===== src/rtl/and16_rr_arbiter.sv =====
// Round-robin arbiter sharing one 16-bit bitwise AND datapath among NREQ requesters.
// Latency: grant is combinational; RESULT/DONE appear two cycles after the granted request.
// Backpressure: none; one operation accepted per clock, requesters hold REQ until granted.
//
// Ports:
//   CLK, RST_N     clock and synchronous active-low reset
//   REQ  [NREQ]    per-requester request, held until GNT
//   A_IN/B_IN      16-bit operand slices, requester i at [16*i +: 16]
//   GNT  [NREQ]    one-hot combinational grant (zero while in reset)
//   RESULT [16]    registered AND of the last completed operation
//   DONE [NREQ]    one-cycle one-hot pulse tagging RESULT with its requester
//   BUSY           operand stage holds a valid operation

module and16 (
  input  logic [15:0] a,
  input  logic [15:0] b,
  output logic [15:0] out
);
  assign out = a & b;
endmodule

module and16_rr_arbiter #(
  parameter int NREQ = 4,  // 2..8
  parameter int PW   = 3   // 2**PW >= NREQ
) (
  input  logic                 CLK,
  input  logic                 RST_N,
  input  logic [NREQ-1:0]      REQ,
  input  logic [16*NREQ-1:0]   A_IN,
  input  logic [16*NREQ-1:0]   B_IN,
  output logic [NREQ-1:0]      GNT,
  output logic [15:0]          RESULT,
  output logic [NREQ-1:0]      DONE,
  output logic                 BUSY
);

  // Round-robin pointer and pipeline registers
  logic [PW-1:0]   pri_q,    pri_d;
  logic            op_vld_q, op_vld_d;
  logic [15:0]     op_a_q,   op_a_d;
  logic [15:0]     op_b_q,   op_b_d;
  logic [PW-1:0]   tag_q,    tag_d;
  logic [15:0]     res_q,    res_d;
  logic [NREQ-1:0] done_q,   done_d;

  logic [NREQ-1:0] gnt;
  logic [PW-1:0]   gnt_idx;
  logic            gnt_any;
  logic [15:0]     and_out;

  // Arbitration: scan offsets 0..NREQ-1 from the pointer; the first requesting
  // index wins. Each offset maps to exactly one index, so at most one bit is set.
  always_comb begin
    gnt     = '0;
    gnt_idx = '0;
    gnt_any = 1'b0;
    for (int k = 0; k < NREQ; k++) begin
      for (int j = 0; j < NREQ; j++) begin
        if (!gnt_any && REQ[j] && (((int'(pri_q) + k) % NREQ) == j)) begin
          gnt[j]  = 1'b1;
          gnt_idx = PW'(j);
          gnt_any = 1'b1;
        end
      end
    end
    // Nothing may be accepted while reset is asserted.
    if (!RST_N) begin
      gnt     = '0;
      gnt_idx = '0;
      gnt_any = 1'b0;
    end
  end

  // Next-state: operand capture on grant, result capture one cycle later.
  always_comb begin
    pri_d    = pri_q;
    op_vld_d = gnt_any;
    op_a_d   = op_a_q;
    op_b_d   = op_b_q;
    tag_d    = tag_q;
    res_d    = res_q;
    done_d   = '0;

    if (gnt_any) begin
      tag_d = gnt_idx;
      pri_d = (gnt_idx == PW'(NREQ - 1)) ? '0 : gnt_idx + PW'(1);
      for (int j = 0; j < NREQ; j++) begin
        if (gnt[j]) begin
          op_a_d = A_IN[16*j +: 16];
          op_b_d = B_IN[16*j +: 16];
        end
      end
    end

    if (op_vld_q) begin
      res_d = and_out;
      for (int j = 0; j < NREQ; j++) begin
        if (tag_q == PW'(j)) begin
          done_d[j] = 1'b1;
        end
      end
    end
  end

  always_ff @(posedge CLK) begin
    if (!RST_N) begin
      pri_q    <= '0;
      op_vld_q <= 1'b0;
      op_a_q   <= '0;
      op_b_q   <= '0;
      tag_q    <= '0;
      res_q    <= '0;
      done_q   <= '0;
    end else begin
      pri_q    <= pri_d;
      op_vld_q <= op_vld_d;
      op_a_q   <= op_a_d;
      op_b_q   <= op_b_d;
      tag_q    <= tag_d;
      res_q    <= res_d;
      done_q   <= done_d;
    end
  end

  // The single shared AND datapath, fed straight from the operand register.
  and16 u_and16 (
    .a   (op_a_q),
    .b   (op_b_q),
    .out (and_out)
  );

  assign GNT    = gnt;
  assign RESULT = res_q;
  assign DONE   = done_q;
  assign BUSY   = op_vld_q;

endmodule

===== config.mk =====
export PLATFORM = sky130hd
export DESIGN_NAME = and16_rr_arbiter
export DESIGN_NICKNAME = d
export VERILOG_FILES = /design/src/rtl/and16_rr_arbiter.sv
export SDC_FILE = /design/constraint.sdc
export NUM_CORES = 1
export LEC_CHECK = 0
export CORE_ASPECT_RATIO = 0.8
export CORE_MARGIN = 8
export CORE_UTILIZATION = 52
export DETAILED_ROUTE_END_ITERATION = 8
export DONT_BUFFER_PORTS = 1
export HOLD_SLACK_MARGIN = 0.02
export PLACE_DENSITY = 0.68
export SYNTH_ARGS = -nofsm -noshare
export SYNTH_HDL_FRONTEND = slang
export SYNTH_SLANG_ARGS = --single-unit

===== constraint.sdc =====
create_clock -name CLK -period 3.2 [get_ports CLK]
set_clock_uncertainty 0.1 [all_clocks]
set_input_delay 0.96 -clock CLK [delete_from_list [all_inputs] [get_ports CLK]]
set_output_delay 0.96 -clock CLK [all_outputs]
set_load 0.02 [all_outputs]

# After elaboration in Yosys (flattened, before gate mapping)

Cells that the tools add are included.

Bits in registers: 58
Bits in latches: 0
Memory bits (writable): 0
Memory bits (read-only): 0
Bits of input ports: 134
Output and inout port bits: 25
Logic and storage cells: 150
Memories kept: 0

Add/sub/neg operators: 4
Multipliers: 0
Div/mod/pow operators: 0
Magnitude comparators: 0
Equality and inequality tests: 16
Shift operators: 0
Muxes and demuxes: 62
Bitwise gates (word level): 4
Reductions and logical operators: 57

Operators by type and width:

| operator                                                        | count |
|---|---|
| 32-bit zero test                                                | 4 |
| 16-bit two-way mux                                              | 8 |
| 3-bit two-way mux                                               | 15 |
| 1-bit two-way mux                                               | 37 |
| 1-bit logical AND                                               | 31 |
| 3-bit by 2-bit == test with 1-bit output, second input constant | 6 |
| 3-bit == test, second input constant                            | 6 |
| 16-bit AND                                                      | 1 |
| 1-bit zero test                                                 | 15 |
| 2-bit OR reduction                                              | 3 |
| 2-bit by 1-bit adder with 2-bit output, second input constant   | 2 |
| 2-bit adder, second input constant                              | 2 |
| 2-bit == test, second input constant                            | 2 |
| 4-bit two-way mux                                               | 1 |
| 2-bit AND reduction                                             | 2 |
| 4-bit nonzero test                                              | 1 |
| 1-bit AND, first input constant                                 | 3 |
| 3-bit by 1-bit == test with 1-bit output, second input constant | 1 |
| 3-bit zero test                                                 | 1 |
| 2-bit by 1-bit == test with 1-bit output, second input constant | 1 |
| 2-bit two-way mux                                               | 1 |

# Logic depth before layout (Yosys ltp)

Word-level depth: 68
Gate-level depth with buffers: 8
Depth with buffers taken out: 5

# Modules after synthesis

A second synthesis with hierarchy kept.

Cell total of the unflattened synthesis: 397
Area, all modules: 3877.5 um^2

Modules (own cells, without submodules):

| module           | times used | cells an instance | area each (um^2) | sequential area each (um^2) |
|---|---|---|---|---|
| and16_rr_arbiter | 1          | 381               | 3777.4           | 1141.1 |
| and16            | 1          | 16                | 100.1            | 0.0 |

# Worst setup path after synthesis

OpenSTA, ideal clock, no wires.

Kind: input to output
Start point: in REQ[2]
End point: out GNT[1]
Arrival time: 1927 ps
Data required time: 2140 ps
Path slack: 213 ps
Stages on the path: 6
Buffers on the path: 3
Path through: buf_4 -> a21oi_1 -> o211a_1 -> buf_6 -> buf_2 -> and2_1

Longest elaborated chain between the ends: 48
Elaborated cells on any way between the ends: 50
Those cells by class: mux (15); reduce/logical (35)

RTL lines:

| what                           | RTL line | source |
|---|---|---|
| from (decl)                    | 28       | `input logic [NREQ-1:0] REQ,` |
| 1-bit logical AND (2 in a row) | 59       | `if (!gnt_any && REQ[j] && (((int'(pri_q) + k) % NREQ) == j)) begin` |
| 1-bit two-way mux              | 59       |  |
| 1-bit zero test                | 59       |  |
| 1-bit logical AND (2 in a row) | 59       |  |
| 1-bit two-way mux              | 59       |  |
| 1-bit zero test                | 59       |  |
| 1-bit logical AND (2 in a row) | 59       |  |
| 1-bit two-way mux              | 59       |  |
| [27 not listed]                | n/a      |  |
| 1-bit two-way mux              | 59       |  |
| 1-bit zero test                | 59       |  |
| 1-bit logical AND (2 in a row) | 59       |  |
| 1-bit two-way mux              | 59       |  |
| 1-bit zero test                | 59       |  |
| 1-bit logical AND (2 in a row) | 59       |  |
| 1-bit two-way mux *            | 59       |  |
| 4-bit two-way mux *            | 67       | `if (!RST_N) begin` |
| to (decl)                      | 31       | `output logic [NREQ-1:0] GNT,` |

Every way passes the cells marked *; elsewhere a longest branch is shown, timed or not.

# Final worst setup path

Start point: in REQ[0]
End point: out GNT[2]

Longest elaborated chain between the ends: 59
Elaborated cells on any way between the ends: 62
Those cells by class: mux (19); reduce/logical (43)

RTL lines:

| what                           | RTL line |
|---|---|
| 1-bit logical AND              | 59 |
| 1-bit two-way mux              | 59 |
| 1-bit zero test                | 59 |
| 1-bit logical AND (2 in a row) | 59 |
| 1-bit two-way mux              | 59 |
| 1-bit zero test                | 59 |
| 1-bit logical AND (2 in a row) | 59 |
| 1-bit two-way mux              | 59 |
| [39 not listed]                | n/a |
| 1-bit two-way mux              | 59 |
| 1-bit zero test                | 59 |
| 1-bit logical AND (2 in a row) | 59 |
| 1-bit two-way mux              | 59 |
| 1-bit zero test                | 59 |
| 1-bit logical AND (2 in a row) | 59 |
| 1-bit two-way mux *            | 59 |
| 4-bit two-way mux *            | 67 |

Marked as above.

==> qor.yml <==
status: "finished clean"
dpl_cell_area_sq_um: 3070
timing.final.ws_setup_ns: 0.219
worst-slew-pin-transition_ns: 0.579
finalSetupViolCount: 0
syn_nets: 479
wl_um: 9640
max_cap_violations: 0
power.total_w: 0.00195
critPathArrivalTime_ns: 1.92
wl_per_cell_um: 22.9
crit_required_ns: 2.14
min_period_over_period_pct: 93.2
die_h_um: 84.9
power.density_nw_per_um2: 591
ios: 159
slew_headroom_pct: 61.4
crit_buf_inv: 1
synthToLayoutAreaGrowth_pct: 6.80
preCtsSetupSlack_ns: 0.233
cts.path.max_buffers: 2
fp.coreArea_sq_um: 5820
first_pass_iters: 4
ctsHoldBuffers: 0
fillers: 557
reg2reg_depth: 7
rows: 25
cts_setup_buffers: 0
fmax_mhz: 335
ys_types: 38
holdPathStages: 2
synth.top_cell.area_share_pct: 36.9
hold_class: "flop to flop"
path_max_fanout: 7
ir_worst_vdd_mv: 0.342
grt.overflow.total: 0
ys_seq_area_share_pct: 36.9
clk_pin_slew_ns: 0.07
synth.ff_latch_count: 57
grt_usage_pct: 21.4
grt_start_max_net_pins: 37
vias: 2688
timing.final.hold_violations: 0
dpl.hpwl_um: 7000
setup_tns_ns: 0
drive_gt1_share_pct: 19.2
drtIter0Drc: 218
tritoncts: "built"
clkLatencyLatePin_ns: 0.32
port_buffers: 0
p_leak_nw: 1.12
grt_pass1_vias: 2554
stdcell_area_sq_um: 3300
vias_per_cell: 6.40
yosys-top-cells-area: "dfxtp_1 (37%), a221oi_2 (14%), a22o_1 (8.5%)"
gp_congestion: 0.829
clkSinkCount: 57
cts_resized: 0
slowest_stage: "o311ai_2"
root_buffer: "clkbuf_8"
cp_top_family: "compound AO/OA/AOI/OAI gates"
start_util_pct: 53.1
min_to: "op_a_q[13]$_SDFFE_PN0P_"
reg2reg_setup_slack_ns: 0.97
cpPeakStageDelay_ns: 0.44
reg2reg_to: "op_b_q[15]$_SDFFE_PN0P_"
crit_type: "input port to output pin"
netlist_instances: 345
fin_crit_ns: 2.98
cts_buffers: 9
die-area_sq_um: 8680
finalCoreUtilization_pct: 56.7
grt_pass1_wl_um: 14300
die_w_um: 102
antenna_found_initial: 0
yosysWarnings: 0
drv_slew: 0
synth_area_leader_cell: "dfxtp_1"
htreeDepth: 3
hp-start: "op_a_q[13]$_SDFFE_PN0P_"
r2r_start: "pri_q[1]$_SDFFE_PN0P_"
synth_area_per_cell_sq_um: 8.95
antenna_left: 0
num_antenna_cells: 0
synth_area_sq_um: 3090
rsz0062_at_grt: "no"
drcViolationCount: 0
crit_chain: "nor2b_1 > o311ai_2 > nand3_1 > inv_1"
nets: 468
critPathCaptureType: "output pin"
startpoint_type: "input port"
final cells by class:
| class | instances | area, sq um | share of cell area [%] |
|---|---|---|---|
| Timing Repair Buffer | 12 | 90.1 | 2.73 |
| Clock inverter | 4 | 75.1 | 2.28 |
| Inverter | 4 | 15.0 | 0.455 |
| Multi-Input combinational cell | 250 | 1720 | 52.2 |
| Clock buffer | 12 | 155 | 4.70 |
| Sequential cell | 57 | 1140 | 34.6 |
| Tap cell | 81 | 101 | 3.07 |
worst register-to-register path, stage by stage, from the launching register on:
cell,delay (ns)
dfxtp_1,0.51
a21oi_1,0.12
o211a_1,0.24
buf_4,0.26
a21oi_4,0.16
buf_4,0.46
a221oi_1,0.14
o21ai_0,0.17
per-stage QoR:
| step | hold slack (ns) | std cells |
|---|---|---|
| after floorplan | 0.326 | 345 |
| after global placement | 0.336 | 404 |
| after detailed placement | 0.341 | 404 |
| after CTS | 0.350 | 420 |
| after global routing | 0.372 | 420 |
| final | 0.350 | 420 |
logic make-up (layout without fill, tap and decap cells):
| kind of cell | Yosys count | in the layout | share of synthesized area, % |
|---|---|---|---|
| compound gates | 158 | 158 | 40.4 |
| flops | 57 | 57 | 36.9 |
| buf+inv | 38 | 32 | 7.78 |
| simple gates | 92 | 92 | 14.9 |
Yosys cell counts:
| master | count |
|---|---|
| buf_8 | 1 |
| nor2b_2 | 1 |
| nand3b_1 | 2 |
| nor2b_1 | 1 |
| a21o_2 | 1 |
| nand3_1 | 19 |
| a22oi_1 | 2 |
| a21oi_1 | 22 |
| o21ai_0 | 32 |
| o21a_1 | 1 |
| nand2b_1 | 18 |
| or3_1 | 1 |
| o211a_1 | 1 |
| a21oi_2 | 1 |
| inv_1 | 4 |
| nor4_2 | 1 |
| o2111ai_1 | 2 |
| buf_6 | 2 |
| nor2_1 | 7 |
| and2_4 | 1 |
| a221oi_1 | 1 |
| a211oi_1 | 1 |
| o31a_1 | 1 |
| buf_12 | 3 |
| a221oi_2 | 29 |
| nor3_1 | 2 |
| clkbuf_1 | 18 |
| o311ai_2 | 1 |
| and2_1 | 3 |
| and3_2 | 1 |
| dfxtp_1 | 57 |
| o21bai_1 | 1 |
| nand2_1 | 35 |
| o21ai_1 | 29 |
| buf_2 | 6 |
| buf_4 | 4 |
| o22ai_1 | 3 |
| a22o_1 | 30 |
where the power goes:
group / switching, W / internal (W)
sequential: 0.0000519 / 0.000774
clock: 0.000277 / 0.000481
combinational: 0.000207 / 0.000159
total: 0.000536 / 0.00141
cells in the final DEF, fill, tap and decap left out, types with 2 or more instances in the layout:
cell,count
a21oi_1,22
o22ai_1,3
nor2_1,6
bufinv_16,2
o21ai_1,29
dfxtp_1,57
a221oi_2,29
o2111ai_1,2
nand3_1,19
buf_4,12
a22oi_1,2
nand2b_1,18
nor3_1,2
clkinvlp_4,2
nand2_1,35
inv_1,4
nand3b_1,2
a22o_1,30
clkbuf_8,11
and2_1,3
o21ai_0,32
layer usage:
layer	GRT usage, %	vias up	share of wire [%]
met3	12.2	8	13
met1	25.9	1250	41
li1	-	1283	-
met2	32.2	147	45
met4	4.52	0	0.71
met5	0	-	0
flip-flops by register name (all words and copies together) (netlist names):
| signal | cells |
|---|---|
| RESULT | 16 |
| op_a_q | 16 |
| op_b_q | 16 |
| DONE | 4 |
| pri_q | 2 |
| tag_q | 2 |
| BUSY | 1 |
how the worst max path moves through the flow:
stage,start,end,depth (start not counted)
floorplan,REQ[2],GNT[1],6
global placement,REQ[3],GNT[2],4
detailed placement,REQ[0],GNT[2],4
CTS,REQ[0],GNT[2],4
global route,REQ[0],GNT[2],4
finish,REQ[0],GNT[2],4
Note: power is estimated with default switching activity, not from simulation.
